--- config.mk ---
export PLATFORM = sky130hd
export DESIGN_NAME = clock_timekeeper
export DESIGN_NICKNAME = d
export VERILOG_FILES = /design/src/rtl/clock_pkg.sv /design/src/rtl/btn_sync_edge.sv /design/src/rtl/clock_timekeeper.sv
export SDC_FILE = /design/constraint.sdc
export NUM_CORES = 1
export LEC_CHECK = 0
export ABC_AREA = 0
export BUFFER_PORTS_ARGS = -buffer_cell sky130_fd_sc_hd__buf_2
export CAP_MARGIN = 20
export CORE_AREA = 4 4 83 85
export DETAILED_ROUTE_END_ITERATION = 16
export DIE_AREA = 0 0 87 89
export GPL_ROUTABILITY_DRIVEN = 1
export PLACE_DENSITY = 0.64
export SLEW_MARGIN = 10
export SYNTH_ARGS = -nofsm -noshare
export SYNTH_HDL_FRONTEND = slang
export SYNTH_SLANG_ARGS = --single-unit
export TNS_END_PERCENT = 100
--- constraint.sdc ---
create_clock -name clk -period 2.8 [get_ports clk]
set_input_delay 0.56 -clock clk [delete_from_list [all_inputs] [get_ports clk]]
set_output_delay 0.56 -clock clk [all_outputs]
set_load 0.05 [all_outputs]
--- src/rtl/clock_pkg.sv ---
// Shared field layout, limits and stepping helpers for the 12-hour timekeeper.
package clock_pkg;

  localparam int HR_MSB = 11;
  localparam int HR_LSB = 8;
  localparam int TM_MSB = 7;
  localparam int TM_LSB = 4;
  localparam int MN_MSB = 3;
  localparam int MN_LSB = 0;

  localparam logic [3:0]  HR_MAX     = 4'd12;
  localparam logic [3:0]  HR_MIN     = 4'd1;
  localparam logic [3:0]  HR_PM_FLIP = 4'd11;
  localparam logic [3:0]  TM_MAX     = 4'd5;
  localparam logic [3:0]  MN_MAX     = 4'd9;
  localparam logic [5:0]  SEC_MAX    = 6'd59;
  localparam logic [11:0] RESET_WORD = 12'hC00;

  typedef struct packed {
    logic [3:0] hr;
    logic [3:0] tm;
    logic [3:0] mn;
  } hhmm_t;

  typedef struct packed {
    logic [3:0] tm;
    logic [3:0] mn;
    logic       carry;
  } min_step_t;

  // Out-of-range hours fold back to 1 so the field can never stick at 0 or 13..15.
  function automatic logic [3:0] next_hour(input logic [3:0] hr);
    return (hr >= HR_MAX) ? HR_MIN : hr + 4'd1;
  endfunction

  function automatic min_step_t next_minute(input logic [3:0] tm, input logic [3:0] mn);
    min_step_t r;
    r.tm    = tm;
    r.mn    = mn + 4'd1;
    r.carry = 1'b0;
    if (mn >= MN_MAX) begin
      r.mn = 4'd0;
      if (tm >= TM_MAX) begin
        r.tm    = 4'd0;
        r.carry = 1'b1;
      end else begin
        r.tm = tm + 4'd1;
      end
    end
    return r;
  endfunction

endpackage

--- src/rtl/btn_sync_edge.sv ---
// Two-flop synchronizer plus delay flop; emits either the synchronized level
// or a one-cycle rising-edge pulse.
module btn_sync_edge #(
  parameter bit rise_out = 1'b1
) (
  input  logic clk,
  input  logic rst,
  input  logic din,
  output logic out
);

  logic       s1, s2, s_d, armed;
  logic [1:0] fill;
  logic       rise;

  // NOTE: non-blocking assignments make each flop sample the previous stage's old value, forming a real shift chain.
  always_ff @(posedge clk) begin
    if (rst) begin
      s1    <= 1'b0;
      s2    <= 1'b0;
      s_d   <= 1'b0;
      fill  <= 2'b00;
      armed <= 1'b0;
    end else begin
      s1    <= din;
      s2    <= s1;
      s_d   <= s2;
      fill  <= {fill[0], 1'b1};
      // Edges only count once a post-reset low has been seen, so a button held through reset never steps.
      armed <= armed | (fill[1] & ~s2);
    end
  end

  assign rise = s2 & ~s_d & armed;
  assign out  = rise_out ? rise : s2;

endmodule

--- src/rtl/clock_timekeeper.sv ---
// 12-hour wall clock with AM/PM, set mode via hour/minute buttons, and a
// 1 Hz decimal-point blink for the 7-segment display controller.
module clock_timekeeper
  import clock_pkg::*;
#(
  parameter int sys_freq = 100000000,
  parameter int sec_div  = sys_freq
) (
  input  logic        clk,
  input  logic        rst,
  input  logic        set_mode,
  input  logic        btn_hr,
  input  logic        btn_min,
  output logic [11:0] time_bus,
  output logic        dp_out,
  output logic        pm
);

  localparam int PW = (sec_div > 1) ? $clog2(sec_div) : 1;
  localparam logic [PW-1:0] PRESC_LAST = PW'(sec_div - 1);
  localparam logic [PW-1:0] PRESC_HALF = PW'(sec_div / 2);

  logic          set_mode_s, hr_pulse, min_pulse;
  logic [PW-1:0] presc;
  logic [5:0]    sec;
  hhmm_t         cur;
  min_step_t     ms;
  logic          tick;

  btn_sync_edge #(.rise_out(1'b0)) u_set_sync (.clk(clk), .rst(rst), .din(set_mode), .out(set_mode_s));
  btn_sync_edge #(.rise_out(1'b1)) u_hr_sync  (.clk(clk), .rst(rst), .din(btn_hr),   .out(hr_pulse));
  btn_sync_edge #(.rise_out(1'b1)) u_min_sync (.clk(clk), .rst(rst), .din(btn_min),  .out(min_pulse));

  // NOTE: the helper returns a fully assigned struct on every path, so this block cannot infer a latch.
  always_comb ms = next_minute(cur.tm, cur.mn);

  assign tick = (presc == PRESC_LAST);

  always_ff @(posedge clk) begin
    if (rst) begin
      presc  <= '0;
      sec    <= '0;
      cur    <= RESET_WORD;
      pm     <= 1'b0;
      dp_out <= 1'b0;
    end else if (set_mode_s) begin
      // Time is frozen; a tick coinciding with entry is simply dropped.
      presc  <= '0;
      sec    <= '0;
      dp_out <= 1'b1;
      if (hr_pulse) begin
        cur.hr <= next_hour(cur.hr);
        if (cur.hr == HR_PM_FLIP) pm <= ~pm;
      end
      if (min_pulse) begin
        cur.tm <= ms.tm;
        cur.mn <= ms.mn;
      end
    end else begin
      dp_out <= (presc < PRESC_HALF);
      if (tick) begin
        presc <= '0;
        if (sec == SEC_MAX) begin
          sec    <= '0;
          cur.tm <= ms.tm;
          cur.mn <= ms.mn;
          if (ms.carry) begin
            cur.hr <= next_hour(cur.hr);
            if (cur.hr == HR_PM_FLIP) pm <= ~pm;
          end
        end else begin
          sec <= sec + 6'd1;
        end
      end else begin
        presc <= presc + PW'(1);
      end
    end
  end

  assign time_bus[HR_MSB:HR_LSB] = cur.hr;
  assign time_bus[TM_MSB:TM_LSB] = cur.tm;
  assign time_bus[MN_MSB:MN_LSB] = cur.mn;

endmodule

==> impl_metrics.py <==
metrics = {
    "clocking": {
        "worstSkewPairLatency_ns": 0.35,
        "clockRootBuffer": "clkbuf_8",
        "clkSinkCount": 59,
        "postCtsResizedCells": 0,
        "cts_setup_buffers": 0,
        "cts_tree": "built",
        "cts_htree_levels": 3,
        "cts-buffers-inserted": 9,
        "cts_hold_buf": 0,
        "clockBufferDepth": 2,
        "cts.clk_slew.worst_paths_ns": 0.08,
    },
    "power_and_ir_drop": {
        "ir_drop_v": 0.000443,
        "power.share.switching": 0.257,
        "p_int_w": 0.00120,
        "power_density_mw_per_mm2": 514,
        "p_leak_nw": 1.17,
        "p_sw_w": 0.000415,
        "clock_power_share": 0.439,
        "totalPowerFinal_w": 0.00161,
        "p_comb_frac": 0.030,
        "p_seq_frac": 0.532,
    },
    "drt": {
        "route.vias.total": 2304,
        "wirelength_mm": 5.70,
        "drtIter0Drc": 176,
        "dr.pass1.iters": 5,
        "routed_via_density": 5.41,
        "wl_per_cell_um": 13.4,
        "drt_drc_violations_left": 0,
        "antenna_left": 0,
    },
    "floorplanning": {
        "dieArea_mm2": 0.00774,
        "start_util": 0.440,
        "coreArea_mm2": 0.00620,
        "fp-row-count": 29,
        "pin_count": 19,
        "die-height_um": 89,
        "die_w_um": 87,
    },
    "logic_synthesis": {
        "yosysMostFrequentCell": "dfxtp_1",
        "synth-seq-cells": 59,
        "synth_area_leaders": "dfxtp_1 43%, xor2_1 6.1%, nor2_1 5.9%",
        "ys.flop_type": "dfxtp_1",
        "synth_top_area_frac": 0.432,
        "yosysSeqAreaShare": 0.432,
        "synthesis.area_mm2": 0.00273,
        "netlist_instances": 315,
        "async_flop_share": 0,
        "synth.largest_area_cell": "dfxtp_1",
        "synthTopCellsByCount": "59 x dfxtp_1, 43 x nor2_1, 22 x nand2_1",
        "yosys_warnings": 0,
        "syn_nets": 329,
        "synth-edff-count": 0,
        "yosysUniqueCellTypes": 45,
        "avgSynthCellArea_um2": 8.67,
    },
    "run": {
        "maxCapViolCount": 0,
    },
    "critical_path": {
        "critical_path_class": "flip-flop to flip-flop",
        "start_kind": "flip-flop",
        "cp_max_fo": 8,
        "worstPathArrival_ns": 2.90,
        "critPathRequiredTime_ns": 3.07,
        "cp-end-kind": "flip-flop",
    },
    "cells_and_area": {
        "largest_reg_flops": 27,
        "post-route-util": 0.507,
        "syn_to_final_growth_pct": 15.1,
        "drive_gt1_frac": 0.155,
        "regMostFlops": "presc",
        "antenna-diode-count": 0,
        "fin_nets": 358,
    },
    "global_route": {
        "antenna_found_initial": 0,
        "grt_pass1_wl_mm": 9.80,
        "grt_max_degree": 30,
        "grtUsageTotal": 0.162,
        "grt_pass1_vias": 2105,
        "gr-total-overflow": 0,
    },
    "placement": {
        "gp_congestion": 0.782,
        "portBuffers": 18,
        "dp_hpwl_mm": 3.96,
    },
    "min_path": {
        "hp-class": "input port to flip-flop",
    },
    "timing": {
        "period_share": 0.936,
        "rsz0062_at_grt": "false",
        "fmax_mhz": 381,
        "setup_tns_ns": 0,
        "setup_viol": 0,
        "finClkSkew_ns": 0.0117,
        "slew_headroom": 0.558,
        "max_slew.worst_pin.slew_ns": 0.658,
        "post-route-min-period_ns": 2.62,
        "hold_viol": 0,
        "report.final.slew_viol_count": 0,
    },
    "run_status": {
        "outcome": "finished, final reports clean",
    },
}
area by class of cell:
type | count | area, µm²
Timing Repair Buffer | 27 | 170
Clock buffer | 9 | 124
Clock inverter | 7 | 58.8
Inverter | 14 | 52.6
Fill cell | 597 | 3060
Multi-Input combinational cell | 233 | 1460
Sequential cell | 59 | 1180
Tap cell | 77 | 96.3
power groups by stage:
stage / registers [W] / clock network, W / logic [W]
after global routing: 0.000859 / 0.000763 / 0.0000544
after floorplan: 0.000879 / 0 / 0.0000303
final: 0.000858 / 0.000708 / 0.0000479
after detailed placement: 0.000878 / 0 / 0.0000487
after CTS: 0.000858 / 0.000733 / 0.0000490
after global placement: 0.000878 / 0 / 0.0000485
cell families after synthesis:
logic type | Yosys count | share of synthesized area
simple gates | 154 | 0.302
fa+ha+maj | 9 | 0.0412
compound gates | 41 | 0.0957
buf+inv | 23 | 0.0330
flops | 59 | 0.432
xor+xnor | 25 | 0.0802
mux | 4 | 0.0156
layer usage:
layer / wire length [µm] / vias up / GRT usage
li1: - / 1170 / -
met4: 112 / 0 / 0.0737
met1: 2830 / 1085 / 0.216
met2: 2540 / 40 / 0.244
met5: 0 / - / 0
met3: 218 / 9 / 0.0470
cell usage in the layout (no fill, tap or decap), types with 4 or more instances in the layout:
cell      Yosys  layout
a21oi_1      16      16
nand2_1      22      22
o211ai_1      4       4
ha_1          9       9
nor2b_1      10      10
xnor2_1       6       6
buf_4         0       8
nand3_1      16      16
o21ai_0       7       7
nand4_1      18      18
inv_1        14      14
nor2_1       43      43
xor2_1       19      19
dfxtp_1      59      59
and3_1        6       6
or3_1         4       4
nor3_1        7       7
buf_2         3      18
clkbuf_8      0       9
stage by stage:
stage / instances / cell area, µm² / worst slack (ns) / hold WS [ns]
finish: 426 / 3140 / 0.179 / 0.415
global route: 426 / 3140 / 0.0566 / 0.420
CTS: 426 / 3140 / 0.166 / 0.400
detailed placement: 410 / 2960 / 0.177 / 0.430
global placement: 410 / 2960 / 0.220 / 0.415
floorplan: 315 / 2730 / 0.280 / 0.414
critical path, cell delays in order (launching register included):
cell	delay [ns]
dfxtp_1	0.36
or4_4	0.56
or4_4	0.56
or3_1	0.44
or4_1	0.50
a21oi_1	0.14
worst paths after layout:
check / startpoint / to / slack, ns / cells after the start
worst max-delay path: presc[8] / sec[2] / 0.18 / 5
worst min-delay path: set_mode / u_set_sync.s1 / 0.42 / 2
worst max register to register: presc[8] / sec[2] / 0.18 / 5
worst min register to register: u_hr_sync.s1 / u_hr_sync.s2 / 0.45 / 1
Power figures use the tool's default switching activity.
